===== config.mk =====
export PLATFORM = sky130hd
export DESIGN_NAME = sha256_cfu_unit
export DESIGN_NICKNAME = d
export VERILOG_FILES = /design/src/rtl/sha256_cfu_pkg.sv /design/src/rtl/sha256_sigma.sv /design/src/rtl/sha256_cfu_unit.sv
export SDC_FILE = /design/constraint.sdc
export NUM_CORES = 1
export LEC_CHECK = 0
export ABC_AREA = 0
export CAP_MARGIN = 40
export CORE_MARGIN = 2
export CORE_UTILIZATION = 45
export CTS_BUF_LIST = sky130_fd_sc_hd__clkbuf_8 sky130_fd_sc_hd__clkbuf_16
export CTS_CLUSTER_SIZE = 16
export DETAILED_ROUTE_END_ITERATION = 10
export HOLD_SLACK_MARGIN = 0.03
export PLACE_DENSITY = 0.66
export SYNTH_ARGS = -nofsm -noshare
export SYNTH_HDL_FRONTEND = slang
export SYNTH_SLANG_ARGS = --single-unit

===== constraint.sdc =====
create_clock -name clk -period 4.5 [get_ports clk]
set_clock_uncertainty 0.05 [all_clocks]
set_input_delay 0.9 -clock clk [delete_from_list [all_inputs] [get_ports clk]]
set_output_delay 0.9 -clock clk [all_outputs]
set_load 0.01 [all_outputs]

===== src/rtl/sha256_cfu_pkg.sv =====
// sha256_cfu_pkg: shared types and constants for the SHA-256 CFU unit.
//   func_e   - function select encoding (values 4..7 are illegal)
//   resp_t   - buffered response entry {id, data, error}
//   rotr32   - 32-bit rotate-right helper
//   *_R*/_S* - rotate/shift amounts (consumed only by sha256_sigma)
package sha256_cfu_pkg;

    typedef enum logic [2:0] {
        FN_SUM0 = 3'd0,
        FN_SUM1 = 3'd1,
        FN_SIG0 = 3'd2,
        FN_SIG1 = 3'd3
    } func_e;

    localparam int SUM0_R0 = 2;
    localparam int SUM0_R1 = 13;
    localparam int SUM0_R2 = 22;
    localparam int SUM1_R0 = 6;
    localparam int SUM1_R1 = 11;
    localparam int SUM1_R2 = 25;
    localparam int SIG0_R0 = 7;
    localparam int SIG0_R1 = 18;
    localparam int SIG0_S  = 3;
    localparam int SIG1_R0 = 17;
    localparam int SIG1_R1 = 19;
    localparam int SIG1_S  = 10;

    // Widest tag the response entry can carry; the top slices it to ID_W.
    localparam int ID_W_MAX = 16;

    typedef struct packed {
        logic [ID_W_MAX-1:0] id;
        logic [31:0]         data;
        logic                error;
    } resp_t;

    function automatic logic [31:0] rotr32(input logic [31:0] v, input int unsigned n);
        return (v >> n) | (v << (32 - n));
    endfunction

endpackage


===== src/rtl/sha256_sigma.sv =====
// sha256_sigma: combinational SHA-256 rotate/XOR function block.
//   x       in  32  operand
//   func    in  3   function select (func_e; 4..7 illegal)
//   result  out 32  function value, 0 for an illegal select
//   illegal out 1   select is not one of the four functions
module sha256_sigma
    import sha256_cfu_pkg::*;
(
    input  logic [31:0] x,
    input  logic [2:0]  func,
    output logic [31:0] result,
    output logic        illegal
);

    always_comb begin
        result  = '0;
        illegal = 1'b0;
        case (func)
            FN_SUM0: result = rotr32(x, SUM0_R0) ^ rotr32(x, SUM0_R1) ^ rotr32(x, SUM0_R2);
            FN_SUM1: result = rotr32(x, SUM1_R0) ^ rotr32(x, SUM1_R1) ^ rotr32(x, SUM1_R2);
            FN_SIG0: result = rotr32(x, SIG0_R0) ^ rotr32(x, SIG0_R1) ^ (x >> SIG0_S);
            FN_SIG1: result = rotr32(x, SIG1_R0) ^ rotr32(x, SIG1_R1) ^ (x >> SIG1_S);
            default: illegal = 1'b1;
        endcase
    end

endmodule


===== src/rtl/sha256_cfu_unit.sv =====
// sha256_cfu_unit: pipelined SHA-256 custom-function unit.
//   clk, rst                      clock, synchronous active-high reset
//   req_valid/req_ready           request handshake
//   req_id, req_func, req_data0   request tag, function select, operand
//   resp_valid/resp_ready         response handshake
//   resp_id, resp_data, resp_error  head-of-buffer response
// One register stage (S1) feeds the function block, whose result is pushed
// into a DEPTH-entry FIFO. req_ready is credit based so S1 never stalls and
// the FIFO never overflows.
module sha256_cfu_unit
    import sha256_cfu_pkg::*;
#(
    parameter int ID_W  = 4,
    parameter int DEPTH = 2
) (
    input  logic            clk,
    input  logic            rst,
    input  logic            req_valid,
    output logic            req_ready,
    input  logic [ID_W-1:0] req_id,
    input  logic [2:0]      req_func,
    input  logic [31:0]     req_data0,
    output logic            resp_valid,
    input  logic            resp_ready,
    output logic [ID_W-1:0] resp_id,
    output logic [31:0]     resp_data,
    output logic            resp_error
);

    localparam int PW = (DEPTH > 1) ? $clog2(DEPTH) : 1;
    localparam int CW = PW + 1;

    // S1 register stage
    logic            s1_valid;
    logic [ID_W-1:0] s1_id;
    logic [2:0]      s1_func;
    logic [31:0]     s1_x;

    // response FIFO
    resp_t           mem [DEPTH];
    logic [PW-1:0]   rd_ptr, wr_ptr;
    logic [CW-1:0]   count;
    resp_t           head;

    logic [31:0]     sig_result;
    logic            sig_illegal;
    logic            req_fire, resp_fire;
    logic [CW:0]     credit_used;
    logic            unused_id_bits;

    sha256_sigma u_sigma (
        .x       (s1_x),
        .func    (s1_func),
        .result  (sig_result),
        .illegal (sig_illegal)
    );

    assign resp_valid = (count != '0);
    assign resp_fire  = resp_valid & resp_ready;
    assign req_fire   = req_valid & req_ready;

    // Slots committed next cycle: buffered + the one in S1, minus the one
    // leaving now. resp_fire implies count >= 1, so this cannot underflow.
    assign credit_used = {1'b0, count} + (CW+1)'(s1_valid) - (CW+1)'(resp_fire);
    assign req_ready   = credit_used < (CW+1)'(DEPTH);

    assign head       = mem[rd_ptr];
    assign resp_id    = head.id[ID_W-1:0];
    assign resp_data  = head.data;
    assign resp_error = head.error;
    assign unused_id_bits = ^head.id;

    always_ff @(posedge clk) begin
        if (rst) begin
            s1_valid <= 1'b0;
            s1_id    <= '0;
            s1_func  <= '0;
            s1_x     <= '0;
        end else begin
            s1_valid <= req_fire;
            if (req_fire) begin
                s1_id   <= req_id;
                s1_func <= req_func;
                s1_x    <= req_data0;
            end
        end
    end

    always_ff @(posedge clk) begin
        if (rst) begin
            rd_ptr <= '0;
            wr_ptr <= '0;
            count  <= '0;
            // Cleared so the head outputs are defined (zero) while empty.
            for (int i = 0; i < DEPTH; i++) mem[i] <= '0;
        end else begin
            if (s1_valid) begin
                mem[wr_ptr] <= '{id: ID_W_MAX'(s1_id), data: sig_result, error: sig_illegal};
                wr_ptr      <= wr_ptr + PW'(1);
            end
            if (resp_fire) rd_ptr <= rd_ptr + PW'(1);
            case ({s1_valid, resp_fire})
                2'b10:   count <= count + CW'(1);
                2'b01:   count <= count - CW'(1);
                default: count <= count;
            endcase
        end
    end

endmodule


Word-level counts from Yosys, hierarchy flattened --
Memory sizes are Yosys's and may differ from the RTL's. A register that Yosys moved wholly into a read port is not among the register bits. Index checks and enable logic that the tools add are counted.
Word-level totals: bits in registers 44, bits in latches 0, bits in writable memories 74, memory bits (read-only) 0, input port bits 43, output and inout bits 39, logic and storage cells 58, memories kept 1
Cells by class: $add $sub $neg 6, multipliers 0, divide/modulo/power cells 0, magnitude comparators 1, eq/ne operators 5, shift-type cells 0, muxes and demuxes 13, bitwise operators 20, reduce and logical (&&, ||, !) cells 5
Memories:
- mem | words 2, bits a word 37, rd ports 1, clocked after memory_dff 1, write ports 2, line sha256_cfu_unit.sv:40 | resp_t mem [DEPTH];
Operator list (count):
- 32-bit XOR | 6
- 32-bit one-hot mux with 4 select lines | 1
- 37-bit two-way mux | 1
- 37-bit OR reduction | 1
- 10-bit by 32-bit bitwise OR with 32-bit output | 1
- 13-bit by 32-bit bitwise OR with 32-bit output | 1
- 14-bit by 32-bit bitwise OR with 32-bit output | 1
- 15-bit by 32-bit bitwise OR with 32-bit output | 1
- 19-bit by 32-bit bitwise OR with 32-bit output | 1
- 21-bit by 32-bit bitwise OR with 32-bit output | 1
- 25-bit by 32-bit bitwise OR with 32-bit output | 1
- 26-bit by 32-bit bitwise OR with 32-bit output | 1
- 30-bit by 32-bit bitwise OR with 32-bit output | 1
- 7-bit by 32-bit bitwise OR with 32-bit output | 1
- 32-bit by 22-bit XOR with 32-bit output | 1
- 32-bit by 29-bit XOR with 32-bit output | 1
- 1-bit two-way mux | 10
- 3-bit by 2-bit == test with 1-bit output (second input constant) | 2
- 2-bit one-hot mux with 2 select lines | 1
- 2-bit nonzero test | 2
- 4-bit OR reduction | 1
- 2-bit by 1-bit adder with 3-bit output | 1
- 3-bit by 1-bit == test with 1-bit output (second input constant) | 1
- 3-bit zero test | 1
- 8 further kinds | 10

Depth between registers and ports, before layout --
word-level depth 5, gate-level depth with buffers 11

Cells and area by module --
Synthesis repeated with hierarchy kept, for this count alone.
Unflattened totals: cells, all modules 719, area total of the unflattened synthesis 8583.2 sq um
Modules (own cells, without submodules):
- sha256_cfu_unit | times used 1, cells each 400, area each 5270.1 sq um
- sha256_sigma | times used 1, cells each 319, area each 3313.2 sq um

Worst setup path after synthesis --
No wires, ideal clock.
path type input to output, start point input port resp_ready, end point output port req_ready, arrival time 2205 ps, setup slack 1345 ps, stages on the path 6, path buffers 0, cell sequence and2_1 > ha_1 > nand2b_1 > fa_1 > xnor2_1 > and2_1
Between the ends: longest elaborated chain between the ends 3
Ends and longest elaborated chain:
- from (decl) | line sha256_cfu_unit.sv:24 | input logic resp_ready,
- 1-bit AND | line sha256_cfu_unit.sv:59 | assign resp_fire = resp_valid & resp_ready;
- 3-bit by 1-bit subtractor with 3-bit output | line sha256_cfu_unit.sv:64 | assign credit_used = {1'b0, count} + (CW+1)'(s1_valid) - (CW+1)'(resp_fire);
- 3-bit by 2-bit less-than comparator with 1-bit output | line sha256_cfu_unit.sv:65 | assign req_ready = credit_used < (CW+1)'(DEPTH);
- to (decl) | line sha256_cfu_unit.sv:19 | output logic req_ready,
No other way between the ends.

Worst setup path after layout --
start point input port resp_ready, end point output port req_ready
Between the ends: longest elaborated chain between the ends 3
Ends and longest elaborated chain:
- 1-bit AND | line sha256_cfu_unit.sv:59
- via resp_fire | line sha256_cfu_unit.sv:47 | logic req_fire, resp_fire;
- 3-bit by 1-bit subtractor with 3-bit output | line sha256_cfu_unit.sv:64
- 3-bit by 2-bit less-than comparator with 1-bit output | line sha256_cfu_unit.sv:65
The timed path passes the listed nets, and every way through them passes these cells.

==> results.txt <==
For the worst-skew pair, the clock arrives at the later sink with an insertion delay of 0.42 ns. The number of max-cap violations is 0. The number of top-level pins is 82, and the number of enable-type register cells in the synthesized netlist is 74.

Global-route wire length before repair: 30,790 µm. The H-tree depth reported by CTS was 4; the worst hold slack was 0.4174 ns. Counting tap cells, the placed design contains a total of 964 instances.

Counting the buffers created by CTS gives 17. The area of all sequential standard cells was 3123 µm². For the worst setup path, the data arrival time is 3.26 ns. For this design the static power due to leakage is 3.321 nW. In this design, the stage delay of the slowest critical-path cell is 0.53 ns. The number of antenna violations at the first check in global routing is 0. The die is 136.0 µm wide.

Entering global routing, the biggest net connects 49 pins. The area fraction of the dominant cell type after synthesis was 28.35%. The tools report the final global-route overflow total as 0. Of all nets on the critical path, the largest fanout is 3.

For the synthesized net count, the log shows 764. The largest individual stage delay along the critical path comes from the cell sky130_fd_sc_hd__clkdlybuf4s50_1. After clock tree synthesis, the setup repair step added 0 buffers. Averaged over all synthesized cells, the footprint is 10.92 µm². The logs give 0 for the hold-fix buffer count after cts and 718 for the post-synthesis cell count. The number of failing setup endpoints in the final timing report was 0. The number of warnings issued by yosys is 0.

From bottom edge to top edge, the die measures 136.0 µm. The run gives 2 as the maximum clock insertion buffer count. Walking the worst path, the cells encountered are clkdlybuf4s50_1 > and2_1 > ha_1 > nand2b_1 > fa_1 > xnor2_1 > and2_1 > clkdlybuf4s50_1.

The tools report the routability congestion estimate as 0.9007. The post-route netlist has 11.15% of its cells at a drive strength greater than 1. For this run, design rule violations remaining after detail routing come to 0.

The required arrival time at the worst endpoint is 3.55 ns, and the total area of multi-input combinational cells is 4314 µm². The detail-routed via count per cell works out to 5.506. The tools report the number of clock sinks as 119. The count of nets after finishing came out at 804. For the total number of placement rows, the log shows 48. The detailed-route wire length per cell was 19.56 µm; the number of global-route vias before repair was 5,592. Total power divided by cell area: 782.6 nW/µm².

TritonCTS built the clock tree. The run finished with clean final reports. The clock root buffer master is sky130_fd_sc_hd__clkbuf_16. The count of buffers added on input and output ports is 81. The layout overhead on the synthesized area was 19.05%. The register clock-pin slew on the reported worst setup and hold paths is 0.05 ns.

The layout has 1,502 filler cells. Once detailed placement completed, the half-perimeter wirelength came to 12,670 µm. The critical path contains buffers and inverters numbering 2 combined. At the pin with the least slew margin, the transition time is 0.9462 ns.

In the synthesized netlist the dominant register cell turns out to be sky130_fd_sc_hd__edfxtp_1. The biggest area contributor in the post-synthesis netlist is sky130_fd_sc_hd__edfxtp_1. The final antenna-violating net count was 0; the total of flip-flops plus latches after synthesis was 119.

The setup TNS was 0 ns; the fraction of the yosys area taken by sequential cells was 39.85%. The worst-case IR drop observed on VDD is 0.3739 mV. The logs give 0 for the antenna diode instance count and 0 for the final hold violation count. The worst setup path is launched from an input port. The full die area came out at 18,490 µm².

After the first detailed-routing iteration, the DRC count stood at 375. The cell class contributing the biggest share of worst-path delay was buffers and inverters. The worst pin sits at a relative slew slack of 36.83%.

The category of the worst setup path capture point is an output port. The final max-slew violation count came out at 0. The category of the most critical setup path is input port to output port.

Achievable frequency: 237.6 MHz. In the post-synthesis netlist, the biggest area contributors are sky130_fd_sc_hd__edfxtp_1, sky130_fd_sc_hd__xnor3_1, sky130_fd_sc_hd__xnor2_1, sky130_fd_sc_hd__dfxtp_1, sky130_fd_sc_hd__mux2_2. Setup repair after global routing left no endpoint under its margin. The cell area that synthesis handed to floorplanning was 7838 µm².

Yosys mapped the design onto 36 distinct sky130hd cell types. The first detailed-routing pass took 5 iterations. Starting density of the core: 45.63%. The design draws 0.007302 W. Global routing used 22.30% of the available tracks across all layers. The number of gates given a new drive strength after cts was 0; the post-layout minimum cycle time was 4.209 ns.

The classification of the worst-slack hold path is flop to flop. The routed design has 19,480 µm of wire. The finished layout holds 996 standard cells, fillers aside.

The floorplan step defined a core boundary enclosing 17,180 µm². The async set-reset flop share out of synthesis works out to 0%. In the finished design, the share of the clock period the worst path needs comes to 93.53%. The final route contains 5,484 vias.
[cell usage after synthesis, types with 2 or more instances]
| cell | n |
|---|---|
| sky130_fd_sc_hd__clkbuf_1 | 20 |
| sky130_fd_sc_hd__edfxtp_1 | 74 |
| sky130_fd_sc_hd__ha_1 | 2 |
| sky130_fd_sc_hd__mux2_2 | 37 |
| sky130_fd_sc_hd__a221oi_1 | 24 |
| sky130_fd_sc_hd__or3_1 | 3 |
| sky130_fd_sc_hd__nor2_1 | 86 |
| sky130_fd_sc_hd__xor2_1 | 9 |
| sky130_fd_sc_hd__a31oi_1 | 6 |
| sky130_fd_sc_hd__nand2b_1 | 3 |
| sky130_fd_sc_hd__buf_4 | 8 |
| sky130_fd_sc_hd__nand3b_1 | 2 |
| sky130_fd_sc_hd__inv_1 | 8 |
| sky130_fd_sc_hd__nand2_1 | 88 |
| sky130_fd_sc_hd__nor3_1 | 2 |
| sky130_fd_sc_hd__buf_6 | 4 |
| sky130_fd_sc_hd__xnor3_1 | 60 |
| sky130_fd_sc_hd__dfxtp_1 | 45 |
| sky130_fd_sc_hd__a22oi_1 | 3 |
| sky130_fd_sc_hd__o22ai_1 | 24 |
| sky130_fd_sc_hd__buf_2 | 41 |
| sky130_fd_sc_hd__a21oi_1 | 45 |
| sky130_fd_sc_hd__xnor2_1 | 106 |
| sky130_fd_sc_hd__and2_1 | 2 |
| sky130_fd_sc_hd__a211oi_1 | 5 |
[per-stage QoR]
stage | setup slack, ns | cell area, µm² | utilization (%)
after global routing | 0.1941 | 9330 | 54.32
final | 0.2913 | 9330 | 54.32
after detailed placement | 0.2902 | 8695 | 50.62
after CTS | 0.2760 | 9330 | 54.32
after global placement | 0.3794 | 8627 | 50.23
after floorplan | 1.345 | 7838 | -
[final timing paths]
| path | cells past startpoint | slack, ns | endpoint | from |
|---|---|---|---|---|
| setup / recovery | 8 | 0.29 | req_ready | resp_ready |
| hold / removal | 2 | 0.42 | s1_id[3] | s1_id[3] |
| setup reg to reg | 10 | 1.68 | s1_x[16] | count[1] |
| hold reg to reg | 2 | 0.42 | s1_id[3] | s1_id[3] |
[sequential cells by signal, indices dropped and copies added (netlist names), named ones only]
signal	cells
count	2
s1_id	4
s1_x	32
wr_ptr	1
s1_valid	1
rd_ptr	1
mem	74
s1_func	3
[report_power, final]
group          switching (W)  internal (W)  total [W]  leakage [nW]
clock               0.000474      0.000973    0.00145         0.311
combinational        0.00163       0.00213    0.00376          1.87
sequential          0.000647       0.00144    0.00209          1.14
total                0.00275       0.00455    0.00730          3.32
[per-layer routing]
layer / wire, µm / part of all wire [%] / track usage (%) / vias up
met3: 1753 / 9.0 / 7.494 / 34
met1: 8093 / 42 / 28.94 / 2652
met5: 0 / 0 / 0 / -
met2: 9335 / 48 / 35.61 / 243
met4: 294 / 1.5 / 6.481 / 0
li1: - / - / - / 2555
[placed cells by master, fill, tap and decap left out, types with 3 or more instances in the layout]
master and instances:
sky130_fd_sc_hd__xnor2_1 106, sky130_fd_sc_hd__nand2_1 88, sky130_fd_sc_hd__nor2_1 85, sky130_fd_sc_hd__clkdlybuf4s50_1 81, sky130_fd_sc_hd__edfxtp_1 74, sky130_fd_sc_hd__xnor3_1 60
sky130_fd_sc_hd__a21oi_1 45, sky130_fd_sc_hd__dfxtp_1 45, sky130_fd_sc_hd__mux2_2 37, sky130_fd_sc_hd__a221oi_1 24, sky130_fd_sc_hd__o22ai_1 24, sky130_fd_sc_hd__clkbuf_16 17
sky130_fd_sc_hd__buf_4 10, sky130_fd_sc_hd__inv_1 9, sky130_fd_sc_hd__xor2_1 9, sky130_fd_sc_hd__a31oi_1 6, sky130_fd_sc_hd__a211oi_1 5, sky130_fd_sc_hd__bufinv_16 5
sky130_fd_sc_hd__clkinv_2 4, sky130_fd_sc_hd__buf_8 4, sky130_fd_sc_hd__nand2b_1 3, sky130_fd_sc_hd__or3_1 3, sky130_fd_sc_hd__a22oi_1 3
[logic make-up (layout without fill, tap and decap cells)]
kind of cell | Yosys count | after routing | share of synthesized area [%]
multiplexers | 38 | 38 | 5.444
AO/OA/AOI/OAI | 109 | 109 | 8.876
buffers and inverters | 82 | 135 | 5.348
flip-flops | 119 | 119 | 39.85
AND/OR/NAND/NOR | 192 | 192 | 9.818
XOR/XNOR | 175 | 175 | 30.09
adder cells (fa/ha/maj) | 3 | 3 | 0.5747
[layout make-up]
| type | instances | share of cell area (%) |
|---|---|---|
| multi-input cells | 517 | 46.24 |
| flip-flops and latches | 119 | 33.47 |
| repair buffers | 95 | 10.14 |
| clock buffers | 17 | 4.559 |
| well taps | 225 | 3.017 |
| clock inverters | 15 | 2.253 |
| inverters | 8 | 0.3218 |
[worst min-delay path, stage by stage (launching register included)]
cell and delay (ns):
sky130_fd_sc_hd__dfxtp_1 0.31, sky130_fd_sc_hd__nand2_1 0.05, sky130_fd_sc_hd__a21oi_1 0.05
Power figures use the tool's default switching activity.
